**config.mk**
```make
export PLATFORM = sky130hd
export DESIGN_NAME = bram_master
export DESIGN_NICKNAME = d
export VERILOG_FILES = /design/src/rtl/bram_ms_pkg.sv /design/src/rtl/bram_ms_rsp_fifo.sv /design/src/rtl/bram_master.sv
export SDC_FILE = /design/constraint.sdc
export NUM_CORES = 1
export LEC_CHECK = 0
export ABC_AREA = 1
export ABC_CLOCK_PERIOD_IN_PS = 8800
export CAP_MARGIN = 40
export CELL_PAD_IN_SITES_DETAIL_PLACEMENT = 1
export CELL_PAD_IN_SITES_GLOBAL_PLACEMENT = 2
export CORE_ASPECT_RATIO = 1.2
export CORE_UTILIZATION = 33
export DETAILED_ROUTE_END_ITERATION = 10
export PLACE_DENSITY = 0.82
export SLEW_MARGIN = 20
export SYNTH_ARGS = -nofsm -noshare
export SYNTH_HDL_FRONTEND = slang
export SYNTH_SLANG_ARGS = --single-unit
```
**constraint.sdc**
```tcl
create_clock -name clk -period 8.8 [get_ports clk]
set_input_delay 0.88 -clock clk [delete_from_list [all_inputs] [get_ports clk]]
set_output_delay 0.88 -clock clk [all_outputs]
set_load 0.05 [all_outputs]
```
**src/rtl/bram_ms_pkg.sv**
```systemverilog
// Shared types and legal parameter ranges for bram_master.
// Also provides default ADDR_WIDTH / DATA_WIDTH macros if the build does not set them.
`ifndef ADDR_WIDTH
`define ADDR_WIDTH 8
`endif
`ifndef DATA_WIDTH
`define DATA_WIDTH 32
`endif

package bram_ms_pkg;

    localparam int RD_LAT_MIN    = 1;
    localparam int RD_LAT_MAX    = 4;
    localparam int RSP_DEPTH_MIN = 2;
    localparam int RSP_DEPTH_MAX = 16;

    typedef struct packed {
        logic [`DATA_WIDTH-1:0] rdata;
        logic                   is_wr;
    } rsp_entry_t;

endpackage

```
**src/rtl/bram_ms_rsp_fifo.sv**
```systemverilog
// Response FIFO for bram_master: storage and pointers are flops, head entry read straight from them.
// Pointers carry one extra wrap bit so full and empty are distinguishable.
module bram_ms_rsp_fifo #(
    parameter int  DEPTH = 4,
    parameter type T     = logic
) (
    input  logic clk,
    input  logic reset,
    input  logic push,
    input  T     push_data,
    input  logic pop,
    output logic valid,
    output T     data
);

    localparam int AW = $clog2(DEPTH);

    logic [AW:0] wr_ptr;
    logic [AW:0] rd_ptr;
    T            mem [DEPTH];
    logic        empty;
    logic        full;
    logic        do_push;
    logic        do_pop;

    assign empty   = (wr_ptr == rd_ptr);
    assign full    = (wr_ptr[AW] != rd_ptr[AW]) && (wr_ptr[AW-1:0] == rd_ptr[AW-1:0]);
    assign do_push = push && !full;
    assign do_pop  = pop && !empty;

    always_ff @(posedge clk or posedge reset) begin
        if (reset) begin
            wr_ptr <= '0;
            rd_ptr <= '0;
            for (int i = 0; i < DEPTH; i++) mem[i] <= '0;
        end else begin
            if (do_push) begin
                mem[wr_ptr[AW-1:0]] <= push_data;
                wr_ptr              <= wr_ptr + 1'b1;
            end
            if (do_pop) rd_ptr <= rd_ptr + 1'b1;
        end
    end

    assign valid = !empty;
    assign data  = mem[rd_ptr[AW-1:0]];

endmodule

```
**src/rtl/bram_master.sv**
```systemverilog
// Request/response front end for a block RAM port with fixed read latency RD_LAT.
// Optional feature: define BRAM_MS_WR_ACK_EN to return an ordered ack entry for every write.
`ifndef ADDR_WIDTH
`define ADDR_WIDTH 8
`endif
`ifndef DATA_WIDTH
`define DATA_WIDTH 32
`endif

module bram_master
    import bram_ms_pkg::*;
#(
    parameter int RD_LAT    = 1,
    parameter int RSP_DEPTH = 4
) (
    input  logic                   clk,
    input  logic                   reset,
    input  logic                   req_valid,
    output logic                   req_ready,
    input  logic                   req_we,
    input  logic [`ADDR_WIDTH-1:0] req_addr,
    input  logic [`DATA_WIDTH-1:0] req_wdata,
    output logic                   rsp_valid,
    input  logic                   rsp_ready,
    output logic [`DATA_WIDTH-1:0] rsp_rdata,
    output logic                   rsp_is_wr,
    output logic                   bram_en,
    output logic                   bram_wen,
    output logic [`ADDR_WIDTH-1:0] bram_addr,
    output logic [`DATA_WIDTH-1:0] bram_datai,
    input  logic [`DATA_WIDTH-1:0] bram_datao
);

    localparam int CW = $clog2(RSP_DEPTH + 1);

    if (RD_LAT < RD_LAT_MIN || RD_LAT > RD_LAT_MAX) begin : g_bad_rd_lat
        $error("bram_master: RD_LAT out of range");
    end
    if (RSP_DEPTH < RSP_DEPTH_MIN || RSP_DEPTH > RSP_DEPTH_MAX ||
        (RSP_DEPTH & (RSP_DEPTH - 1)) != 0) begin : g_bad_depth
        $error("bram_master: RSP_DEPTH must be a power of two in range");
    end

    logic            accept;
    logic            acc_rsp;
    logic            pop;
    logic [CW-1:0]   credit;
    logic [RD_LAT:0] vld_pipe;
    rsp_entry_t      push_entry;
    rsp_entry_t      head;

    assign accept    = req_valid && req_ready;
    // Credit covers everything that will occupy a FIFO slot, so a push can never find it full.
    assign req_ready = (credit < CW'(RSP_DEPTH));
    assign pop       = rsp_valid && rsp_ready;

`ifdef BRAM_MS_WR_ACK_EN
    logic [RD_LAT:0] wr_pipe;

    assign acc_rsp = accept;

    always_ff @(posedge clk or posedge reset) begin
        if (reset) wr_pipe <= '0;
        else       wr_pipe <= {wr_pipe[RD_LAT-1:0], req_we};
    end

    // Write acks ride the same pipe as reads so they land in request order.
    assign push_entry = '{rdata: (wr_pipe[RD_LAT] ? '0 : bram_datao), is_wr: wr_pipe[RD_LAT]};
`else
    assign acc_rsp    = accept && !req_we;
    assign push_entry = '{rdata: bram_datao, is_wr: 1'b0};
`endif

    // Issue register; address and write data only move when they are meaningful.
    always_ff @(posedge clk or posedge reset) begin
        if (reset) begin
            bram_en    <= 1'b0;
            bram_wen   <= 1'b0;
            bram_addr  <= '0;
            bram_datai <= '0;
            vld_pipe   <= '0;
        end else begin
            bram_en  <= accept;
            bram_wen <= accept && req_we;
            if (accept)           bram_addr  <= req_addr;
            if (accept && req_we) bram_datai <= req_wdata;
            vld_pipe <= {vld_pipe[RD_LAT-1:0], acc_rsp};
        end
    end

    always_ff @(posedge clk or posedge reset) begin
        if (reset) begin
            credit <= '0;
        end else begin
            case ({acc_rsp, pop})
                2'b10:   credit <= credit + CW'(1);
                2'b01:   credit <= credit - CW'(1);
                default: credit <= credit;
            endcase
        end
    end

    bram_ms_rsp_fifo #(
        .DEPTH (RSP_DEPTH),
        .T     (rsp_entry_t)
    ) u_rsp_fifo (
        .clk       (clk),
        .reset     (reset),
        .push      (vld_pipe[RD_LAT]),
        .push_data (push_entry),
        .pop       (pop),
        .valid     (rsp_valid),
        .data      (head)
    );

    assign rsp_rdata = head.rdata;
    assign rsp_is_wr = head.is_wr;

endmodule

```
Word-level counts from Yosys, hierarchy flattened --
Index checks and enable logic that the tools add are counted.
Word-level totals: input port bits 77, flip-flop bits (word level) 185, word-level logic and storage cells 50
Operators by class: reduce and logical (&&, ||, !) cells 12, magnitude comparators 4, bitwise gates (word level) 2, muxes and demuxes 7, add/subtract/negate cells 4, equality and inequality tests 5
Operator list (count):
- $bwmux W132 | 1
- $mux W33 | 3
- $bmux W33 S2 | 1
- $demux W33 S2 | 1
- $add A3 B1 Y3 const B | 3
- $logic_and A1 B1 Y1 | 8
- $ge A3 B3 Y1 const B | 2
- $not A2 Y3 | 2
- $pmux W3 S2 | 1
- $eq A3 B3 Y1 | 1
- $logic_not A1 Y1 | 3
- $lt A3 B1 Y1 const B | 1
- $lt A3 B3 Y1 const B | 1
- $sub A3 B1 Y3 const B | 1
- $eq A2 B1 Y1 const B | 1
- $eq A2 B2 Y1 | 1
- $eq A2 B2 Y1 const B | 1
- $reduce_bool A2 Y1 | 1
- $ne A1 B1 Y1 | 1

Depth between registers and ports, before layout --
depth in word-level cells 6, gate-level depth with buffers 12, depth with buffers taken out 12

Hierarchy --
From an unflattened synthesis, not the netlist that was laid out.
Unflattened totals: cells, all modules 1026, area total of the unflattened synthesis 8546.9 µm²
Modules (own cells, without submodules):
- bram_ms_rsp_fifo | sequential area each 3453.3 µm², area an instance 6665.1 µm², cells an instance 824, times used 1
- bram_master | sequential area each 1176.1 µm², area an instance 1881.8 µm², cells an instance 202, times used 1

Worst setup path after synthesis --
Ideal clock, no wire load.
path type register -> output, from reg u_rsp_fifo.rd_ptr[0], to out rsp_rdata[0], data arrival time 1.845 ns, buffers on the path 2, path slack 6.075 ns, required time 7.920 ns, cell stages (with the launch flop) 6, path through dfrtp_1 > inv_1 > clkbuf_1 > clkbuf_1 > nor2_1 > o22ai_1
Between the ends: longest elaborated chain between the ends 4
Ends and longest elaborated chain:
- start: declaration | line bram_ms_rsp_fifo.sv:19 | logic [AW:0] rd_ptr;
- start signal: assignment | line bram_ms_rsp_fifo.sv:41 | if (do_pop) rd_ptr <= rd_ptr + 1'b1;
- $not A2 Y3 (implied by the code) | line bram_ms_rsp_fifo.sv:46 | assign data = mem[rd_ptr[AW-1:0]];
- $bmux W33 S2 | line bram_ms_rsp_fifo.sv:46
- $mux W33 (implied by the code) (2 in a row) | line bram_ms_rsp_fifo.sv:46
- end: declaration | line bram_master.sv:25 | output logic [`DATA_WIDTH-1:0] rsp_rdata,
No other way between the ends. The select of a mux whose other input is x is not followed.

Final worst setup path --
from reg u_rsp_fifo.rd_ptr[0], to out rsp_rdata[24]
Same word-level chain as after synthesis.

==> run_results.csv <==
group,metric,value,unit
worst_hold_path,hp-class,"reg -> reg",
setup_path,critPathKind,"reg -> out",
timing,finalCritPeriodShare,0.439,
setup_path,crit_chain,"inv_2, buf_4, o21ai_0, o22ai_1, clkdlybuf4s50_1",
synth,syn_inst,995,
placed_design,routabilityCongestion,0.710,
flow_run,cap_violations,0,
synth,synth_top_cell_by_area,"dfrtp_1",
clocking,clk_pin_slew,70,ps
timing,skew,12.5,ps
synth,synth_area,8280,sq um
final_layout,finish.utilization,0.433,
timing,setup_slack,4930,ps
clocking,cts_made_buffers,17,
floorplan,core.rowCount,63,
setup_path,endpoint_kind,"output pin",
final_layout,final_common_cell,"nand2_1",
grt,grt_overflow,0,
placed_design,dp_hpwl,15500,microns
synth,synth_top_area_frac,0.547,
outcome,outcome,"finished clean",
placed_design,detailedPlace.worstSlack,5360,ps
floorplan,die_x,147,microns
floorplan,core,24700,sq um
synth,avgSynthCellArea,8.32,sq um
timing,finalHoldViolCount,0,
power,p_per_area,156,nW/um^2
route,antenna_left,0,
synth,synthTopCellsByArea,"dfrtp_1, nand2_1, nand4_1",
floorplan,die_area,25700,sq um
final_layout,drive_gt1_frac,0.0557,
route,viasPerCell,5.22,
final_layout,final_cell_mix,"nand2_1, dfrtp_1, clkdlybuf4s50_1, nand4_1, o21ai_0",
clocking,clk_path_buf_depth,2,
clocking,clkLatencyLatePin,440,ps
timing,rsz0062_at_grt,"no",
route,wl_per_cell,18.3,microns
final_layout,nNetsFinal,1185,
final_layout,syn2layout_area_growth,29.0,%
power,p_total,1.67,mW
grt,grt_max_degree,75,
grt,grt_pass1_wl,43300,microns
floorplan,start_util,0.335,
setup_path,max_stage_delay,850,ps
setup_path,crit_buf_inv,3,
route,dr.pass1.iters,6,
final_layout,multi_input_area,3310,sq um
setup_path,required,7920,ps
power,p_leak,4.66,nW
final_layout,seqCellArea,4530,sq um
clocking,cts_resized,0,
setup_path,reg2reg_from,"u_rsp_fifo.rd_ptr[0]",
route,drtIter0Drc,384,
clocking,root_buffer,"clkbuf_16",
final_layout,fillers,2905,
floorplan,die_h,175,microns
setup_path,worstPathArrival,2990,ps
route,remaining_drc_errors,0,
timing,drv_slew,0,
setup_path,path_delay_family,"buffers and inverters",
worst_hold_path,worstHoldStart,"vld_pipe[0]",
route,vias,7504,
placed_design,portBuffers,152,
setup_path,crit_start,"u_rsp_fifo.rd_ptr[0]",
grt,track_usage,0.213,
clocking,cts.hold.buffers_added,0,
timing,setup_tns,0,ps
timing,max_slew.worst_pin.slew,772,ps
synth,yosysWarningCount,0,
timing,max_freq,259,MHz
timing,max_slew_margin,0.485,
synth,yosys_register_bits,181,
clocking,htree_levels,4,
setup_path,slowest_stage,"clkdlybuf4s50_1",
grt,grt_pass1_vias,7938,
grt,antenna_found_initial,0,
clocking,clock-sinks,181,
synth,syn-num-nets,1079,
clocking,post_cts_buffers,0,
setup_path,cp-start-kind,"flop",
final_layout,diodes,0,
route,wirelength,26300,microns
timing,setup_viol,0,
synth,yosysSeqAreaShare,0.547,
clocking,cts_tree,"built",
setup_path,critPathMaxFanout,44,
floorplan,io_pins,154,
timing,min_period,3870,ps
synth,synth_cell_types,22,
power,max-vdd-ir-drop,0.137,mV
==> worst paths after layout <==
check	to	slack, ps	cells past startpoint
max	rsp_rdata[24]	4930	5
min	vld_pipe[1]	360	0
min in group asynchronous	bram_datai[28]	950	2
max reg2reg	credit[2]	5880	11
min reg2reg	vld_pipe[1]	360	0
max in group asynchronous	u_rsp_fifo.rd_ptr[0]	6710	3
==> power breakdown <==
part | internal (mW) | switching (mW) | total, mW
clock | 0.422 | 0.350 | 0.771
combinational | 0.0314 | 0.0323 | 0.0637
sequential | 0.831 | 0 | 0.831
==> state kept, by name, indices dropped and copies added, names as in the netlist <==
name	count
u_rsp_fifo.mem	128
bram_datai	32
bram_addr	8
credit	3
u_rsp_fifo.rd_ptr	3
u_rsp_fifo.wr_ptr	3
vld_pipe	2
bram_en	1
bram_wen	1
==> cells by family (layout without fill, tap and decap cells) <==
logic type	after synthesis	after routing	share of synthesized area
XOR/XNOR	4	4	0.00423
buffers and inverters	99	217	0.0538
other	1	1	0.000453
AO/OA/AOI/OAI	99	99	0.0647
AND/OR/NAND/NOR	604	604	0.318
adder cells (fa/ha/maj)	7	7	0.0115
flip-flops	181	181	0.547
==> worst register-to-register path, stage by stage (launching register included) <==
cell and delay [ps]:
dfrtp_2 360, buf_4 610, xnor2_1 270, nand3b_1 250, nand2_1 170, inv_1 130, ha_1 150, inv_1 70
fa_1 390, a21oi_1 150, o21ai_0 110, xor2_1 150
==> final cells by class <==
cell class,count,share of cell area
clock inverter,13,0.0142
timing repair buffer,171,0.167
clock buffer,18,0.0402
inverter,15,0.00574
tap,325,0.0381
sequential,181,0.425
multi-input combinational,715,0.310
==> cells in the mapped netlist <==
| cell | instances |
|---|---|
| nand2_1 | 399 |
| dfrtp_1 | 181 |
| nand4_1 | 129 |
| o21ai_0 | 66 |
| nor2_1 | 65 |
| clkbuf_1 | 45 |
| o22ai_1 | 32 |
| buf_2 | 23 |
| inv_1 | 11 |
| buf_4 | 10 |
| ha_1 | 6 |
| buf_1 | 5 |
| nand3_1 | 5 |
| nand3_2 | 5 |
| inv_2 | 4 |
| xnor2_1 | 2 |
| xor2_1 | 2 |
| a21oi_1 | 1 |
| buf_6 | 1 |
| conb_1 | 1 |
| fa_1 | 1 |
| nand3b_1 | 1 |
==> per-stage QoR <==
stage,std cells,hold slack (ps),area (sq um)
floorplan,995,331,8280
CTS,1438,360,10700
global route,1438,372,10700
global placement,1400,337,9920
finish,1438,361,10700
detailed placement,1407,344,10100
==> routing by layer <==
layer | vias up | track usage | wire length [microns]
met5 | - | 0 | 0
met4 | 0 | 0.0499 | 244
met3 | 16 | 0.0538 | 1440
met2 | 175 | 0.348 | 12400
met1 | 3777 | 0.283 | 12100
li1 | 3536 | - | -
(Power assumes the default switching activity.)
